`src/rtl/three_lane_requant_serializer.sv`:
```
// Requantizes three FIR lanes per clock, buffers triplets, emits one serial stream.
// Optional saturation counter port sat_cnt enabled with `define SAT_CNT_EN.
module three_lane_requant_serializer #(
  parameter int IN_W  = 64,
  parameter int OUT_W = 16,
  parameter int SHIFT = 15,
  parameter int DEPTH = 4
) (
  input  logic             clk,
  input  logic             rst,
  input  logic             in_valid,
  output logic             in_ready,
  input  logic [IN_W-1:0]  din0,
  input  logic [IN_W-1:0]  din1,
  input  logic [IN_W-1:0]  din2,
  output logic [OUT_W-1:0] dout,
  output logic [1:0]       dout_lane,
  output logic             dout_valid,
  input  logic             dout_ready,
  output logic             overflow,
  output logic [15:0]      drop_cnt
`ifdef SAT_CNT_EN
  ,
  output logic [15:0]      sat_cnt
`endif
);

  localparam int AW = $clog2(DEPTH);
  localparam int PW = AW + 1;

  localparam logic signed [IN_W:0] RND =
    (SHIFT > 0) ? (IN_W+1)'(1) << ((SHIFT > 0) ? SHIFT - 1 : 0) : '0;
  localparam logic signed [IN_W:0] MX =
    {{(IN_W-OUT_W+2){1'b0}}, {(OUT_W-1){1'b1}}};
  localparam logic signed [IN_W:0] MN =
    {{(IN_W-OUT_W+2){1'b1}}, {(OUT_W-1){1'b0}}};

  // Extra sign bit keeps the rounding add from wrapping.
  function automatic logic signed [IN_W:0] rshift(
    input logic [IN_W-1:0] x
  );
    logic signed [IN_W:0] xe;
    xe = {x[IN_W-1], x};
    return (xe + RND) >>> SHIFT;
  endfunction

  function automatic logic [OUT_W-1:0] rq_val(
    input logic [IN_W-1:0] x
  );
    logic signed [IN_W:0] t;
    t = rshift(x);
    if (t > MX)
      return {1'b0, {(OUT_W-1){1'b1}}};
    else if (t < MN)
      return {1'b1, {(OUT_W-1){1'b0}}};
    else
      return t[OUT_W-1:0];
  endfunction

`ifdef SAT_CNT_EN
  function automatic logic rq_sat(
    input logic [IN_W-1:0] x
  );
    logic signed [IN_W:0] t;
    t = rshift(x);
    return (t > MX) || (t < MN);
  endfunction
`endif

  logic [3*OUT_W-1:0] mem_q [DEPTH];
  logic [3*OUT_W-1:0] wr_data_d;
  logic [3*OUT_W-1:0] head;

  logic [PW-1:0] wr_ptr_q, wr_ptr_d;
  logic [PW-1:0] rd_ptr_q, rd_ptr_d;
  logic [1:0]    lane_q, lane_d;
  logic          overflow_q, overflow_d;
  logic [15:0]   drop_cnt_q, drop_cnt_d;

  logic full, empty, wr_en, drop, rd_xfer;
  logic [OUT_W-1:0] lane_word;

  assign full  = (wr_ptr_q[AW] != rd_ptr_q[AW]) &&
                 (wr_ptr_q[AW-1:0] == rd_ptr_q[AW-1:0]);
  assign empty = (wr_ptr_q == rd_ptr_q);
  assign wr_en   = in_valid && !full;
  assign drop    = in_valid && full;
  assign rd_xfer = !empty && dout_ready;
  assign head    = mem_q[rd_ptr_q[AW-1:0]];

  assign wr_data_d = {rq_val(din2), rq_val(din1), rq_val(din0)};

  always_comb begin
    lane_word = '0;
    unique case (lane_q)
      2'd0:    lane_word = head[OUT_W-1:0];
      2'd1:    lane_word = head[2*OUT_W-1:OUT_W];
      2'd2:    lane_word = head[3*OUT_W-1:2*OUT_W];
      default: lane_word = '0;
    endcase
  end

  always_comb begin
    wr_ptr_d   = wr_ptr_q;
    rd_ptr_d   = rd_ptr_q;
    lane_d     = lane_q;
    overflow_d = overflow_q;
    drop_cnt_d = drop_cnt_q;
    if (wr_en)
      wr_ptr_d = wr_ptr_q + PW'(1);
    if (rd_xfer) begin
      if (lane_q == 2'd2) begin
        lane_d   = 2'd0;
        rd_ptr_d = rd_ptr_q + PW'(1);
      end else begin
        lane_d = lane_q + 2'd1;
      end
    end
    if (drop) begin
      overflow_d = 1'b1;
      if (drop_cnt_q != 16'hFFFF)
        drop_cnt_d = drop_cnt_q + 16'd1;
    end
  end

  always_ff @(posedge clk) begin
    if (rst) begin
      wr_ptr_q   <= '0;
      rd_ptr_q   <= '0;
      lane_q     <= '0;
      overflow_q <= 1'b0;
      drop_cnt_q <= '0;
    end else begin
      wr_ptr_q   <= wr_ptr_d;
      rd_ptr_q   <= rd_ptr_d;
      lane_q     <= lane_d;
      overflow_q <= overflow_d;
      drop_cnt_q <= drop_cnt_d;
    end
  end

  // Storage is deliberately not reset; pointers define validity.
  always_ff @(posedge clk) begin
    if (!rst && wr_en)
      mem_q[wr_ptr_q[AW-1:0]] <= wr_data_d;
  end

`ifdef SAT_CNT_EN
  logic [15:0] sat_cnt_q, sat_cnt_d;
  logic [1:0]  sat_n;
  logic [16:0] sat_sum;

  always_comb begin
    sat_n = {1'b0, rq_sat(din0)} + {1'b0, rq_sat(din1)} +
            {1'b0, rq_sat(din2)};
    sat_sum   = {1'b0, sat_cnt_q} + 17'(sat_n);
    sat_cnt_d = sat_cnt_q;
    if (wr_en)
      sat_cnt_d = sat_sum[16] ? 16'hFFFF : sat_sum[15:0];
  end

  always_ff @(posedge clk) begin
    if (rst)
      sat_cnt_q <= '0;
    else
      sat_cnt_q <= sat_cnt_d;
  end

  assign sat_cnt = sat_cnt_q;
`endif

  assign in_ready   = !full;
  assign dout_valid = !empty;
  assign dout       = empty ? '0 : lane_word;
  assign dout_lane  = lane_q;
  assign overflow   = overflow_q;
  assign drop_cnt   = drop_cnt_q;

endmodule

```
`config.mk`:
```
export PLATFORM = sky130hd
export DESIGN_NAME = three_lane_requant_serializer
export DESIGN_NICKNAME = d
export VERILOG_FILES = /design/src/rtl/three_lane_requant_serializer.sv
export SDC_FILE = /design/constraint.sdc
export NUM_CORES = 1
export LEC_CHECK = 0
export ABC_AREA = 1
export BUFFER_PORTS_ARGS = -buffer_cell sky130_fd_sc_hd__clkbuf_2
export CELL_PAD_IN_SITES_DETAIL_PLACEMENT = 0
export CELL_PAD_IN_SITES_GLOBAL_PLACEMENT = 1
export CORE_UTILIZATION = 45
export CTS_CLUSTER_DIAMETER = 120
export DETAILED_ROUTE_END_ITERATION = 10
export PLACE_DENSITY_LB_ADDON = 0.1
export SLEW_MARGIN = 40
export SYNTH_ARGS = -nofsm -noshare
export SYNTH_HDL_FRONTEND = slang
export SYNTH_SLANG_ARGS = --single-unit
```
`constraint.sdc`:
```
create_clock -name clk -period 7 [get_ports clk]
set_input_delay 1.4 -clock clk [delete_from_list [all_inputs] [get_ports clk]]
set_output_delay 1.4 -clock clk [all_outputs]
set_load 0.03 [all_outputs]
```
==> impl_metrics.toml <==
[clock_tree]
cts_tree = "done"
cts_buffers = 23
clk-insertion-delay-late_ns = 0.51
clockBufferDepth = 3
hold_buffers = 0
cts_setup_buffers = 0
clkTransAtPathRegs_ns = 0.06
cts_resized = 0
cts.sinks = 219
htreeDepth = 1
cts_root_buffer = "clkbuf_16"

[sta]
slew_headroom_pct = 48.5
fin_hold_ws_ns = 0.481
tns_ns = 0
post-route-period-util_pct = 68.9
rsz0062_at_grt = "false"
drv_slew = 0
skew_ns = 0.00949
worst_pin_slew_ns = 0.772
finalHoldViolCount = 0
max_freq_ghz = 0.207
layout_min_cycle_time_ns = 4.82
setup_violations = 0

[global_route]
grt_pass1_wl_um = 69000
grt_pass1_vias = 13400
grt_overflow_total = 0
grt_max_degree = 57
antenna_found_initial = 0
grt_util_all_layers_pct = 26.0

[synthesis]
synth_area_um2 = 14900
ys_types = 37
ys_seq_area_share_pct = 42.2
synth_cells = 2146
ys_warn_count = 0
synth_area_per_cell_um2 = 6.96
synth_flop_cell = "edfxtp_1"
synth_edf_count = 192
synth_nets = 2351
synthArstFlopShare_pct = 0
ys_ff_latch = 219

[layout]
drive_gt1_share_pct = 11.9
nFillCells = 3342
stdcell_count = 2785
area_growth_pct = 14.1
nNetsFinal = 2532
antennaDiodeCount = 0

[detailed_routing]
ant_nets = 0
firstDrtPassIters = 5
wl_per_cell_um = 15.9
num_vias = 14500
finalWirelength_um = 44200
routed_via_density = 5.21
drt_iter0_drc = 1146
drcViolationCount = 0

[die]
dieArea_um2 = 33900
die_w_um = 184
core_area_um2 = 32600
rows = 66
start_util_pct = 45.8
chipHeight_um = 184
ioPinCount = 233

[power_and_ir_drop]
p_seq_share_pct = 47.5
power.switching_mw = 0.839
p_comb_share_pct = 16.4
intPower_mw = 2.27
p_clk_share_pct = 36.1
leakage_nw = 7.13
p_sw_share_pct = 27.0
p_per_area_nw_per_um2 = 182
ir_drop_mv = 0.148

[worst_setup_path]
crit_path_end_kind = "output pin"
worstPathArrival_ns = 3.42
crit_fanout = 46
critPathLaunchType = "flip-flop"
critPathRequiredTime_ns = 5.60
critPathKind = "flip-flop to output pin"

[place]
port-buffer-count = 190
hpwlAfterDp_um = 34400
gp_congestion = 0.922
dp.cells = 2743

[run]
maxCapViolations = 0

[run_status]
outcome = "finished, final reports clean"

[worst_hold_path]
hold_path.class = "flip-flop to flip-flop"
[flip-flops by register name, indices dropped and copies added, names as in the netlist, named ones only]
signal	flops
drop_cnt	16
wr_ptr_q	3
rd_ptr_q	3
overflow	1
dout_lane	2
mem_q	192
[power groups by stage]
| stage | logic [mW] | clock network [mW] | registers [mW] |
|---|---|---|---|
| after floorplan | 0.303 | 0 | 1.50 |
| after global placement | 0.501 | 0 | 1.50 |
| after detailed placement | 0.505 | 0 | 1.50 |
| after CTS | 0.507 | 1.14 | 1.48 |
| after global routing | 0.564 | 1.19 | 1.48 |
| final | 0.508 | 1.12 | 1.48 |
[critical path: stages, from the launching register on]
cell	delay (ns)
dfxtp_2	0.82
clkinv_2	0.77
buf_4	0.47
nor2_1	0.12
o32ai_1	0.13
nand2_1	0.11
nand3_1	0.09
nand2_1	0.13
inv_1	0.07
clkbuf_2	0.18
[cell families after synthesis]
group / count (synthesis) / share of synthesized area [%]
AO/OA/AOI/OAI: 145 / 6.24
buffers and inverters: 237 / 6.36
XOR/XNOR: 63 / 3.69
AND/OR/NAND/NOR: 1473 / 40.7
adder cells (fa/ha/maj): 9 / 0.754
flip-flops: 219 / 42.2
[cell type report]
type                       instances  area (µm²)  area share, %
clock buffer                      33         623           3.66
timing repair buffer             202        1060           6.21
inverter                         191         718           4.21
multi-input combinational       1690        7720           45.3
clock inverter                     8        67.6          0.396
sequential                       219        6310           37.0
tap                              442         553           3.24
[final timing paths]
kind / start / endpoint / slack (ns) / cells past startpoint
min reg2reg: wr_ptr_q[2] / wr_ptr_q[2] / 0.48 / 2
max: flip-flop / dout[14] / 2.18 / 9
min: wr_ptr_q[2] / wr_ptr_q[2] / 0.48 / 2
max reg2reg: rd_ptr_q[2] / mem_q[0][25] / 4.69 / 7
[per-stage QoR]
step                instance area (µm²)  util [%]  total power, mW  setup WS [ns]
finish                            17000      52.3             3.11           2.18
CTS                               17000      52.2             3.12           2.21
detailed placement                16300      50.0             2.01           2.62
global route                      17000      52.3             3.23           1.87
floorplan                         14900         -             1.81           2.65
global placement                  16300      50.0             2.00           2.51
[cells in the final DEF, fill, tap and decap left out, types with 4 or more instances in the layout]
cell type and count:
o32ai_1 48, nand2_2 13, xnor2_1 28, nor2_4 12
nor3_1 17, dfxtp_1 25, o21ai_0 68, ha_1 9
xor2_1 35, nand3b_1 29, nand3_1 127, inv_1 188
edfxtp_1 192, clkinv_1 4, nor2_2 12, nand2_1 733
clkbuf_1 9, a21oi_1 19, buf_4 11, nand4_1 40
clkbuf_16 24, nor2_1 476, clkbuf_2 190
[metal layers]
metal / wire length (µm) / vias to the layer above / track usage, %
met1: 20100 / 6668 / 35.3
met3: 2340 / 66 / 2.73
met4: 1010 / 0 / 5.90
li1: - / 7350 / -
met2: 20700 / 417 / 44.3
met5: 0 / - / 0
[cells in the mapped netlist, types with 7 or more instances]
cell	n	share of area, %
ha_1	9	0.75
buf_6	7	0.53
nand2_1	733	18
nand4_1	40	1.7
edfxtp_1	192	39
nor3_1	17	0.57
o21ai_0	68	2.3
a21oi_1	19	0.64
nor2_4	8	0.60
nand3b_1	29	1.5
dfxtp_1	27	3.6
nor2_2	10	0.42
xnor2_1	28	1.6
inv_1	188	4.7
nand2_2	13	0.54
xor2_1	35	2.1
o32ai_1	48	2.8
clkbuf_1	33	0.83
nor2_1	482	12
nand3_1	127	4.3
No activity file was read; power rests on OpenSTA's default activity.
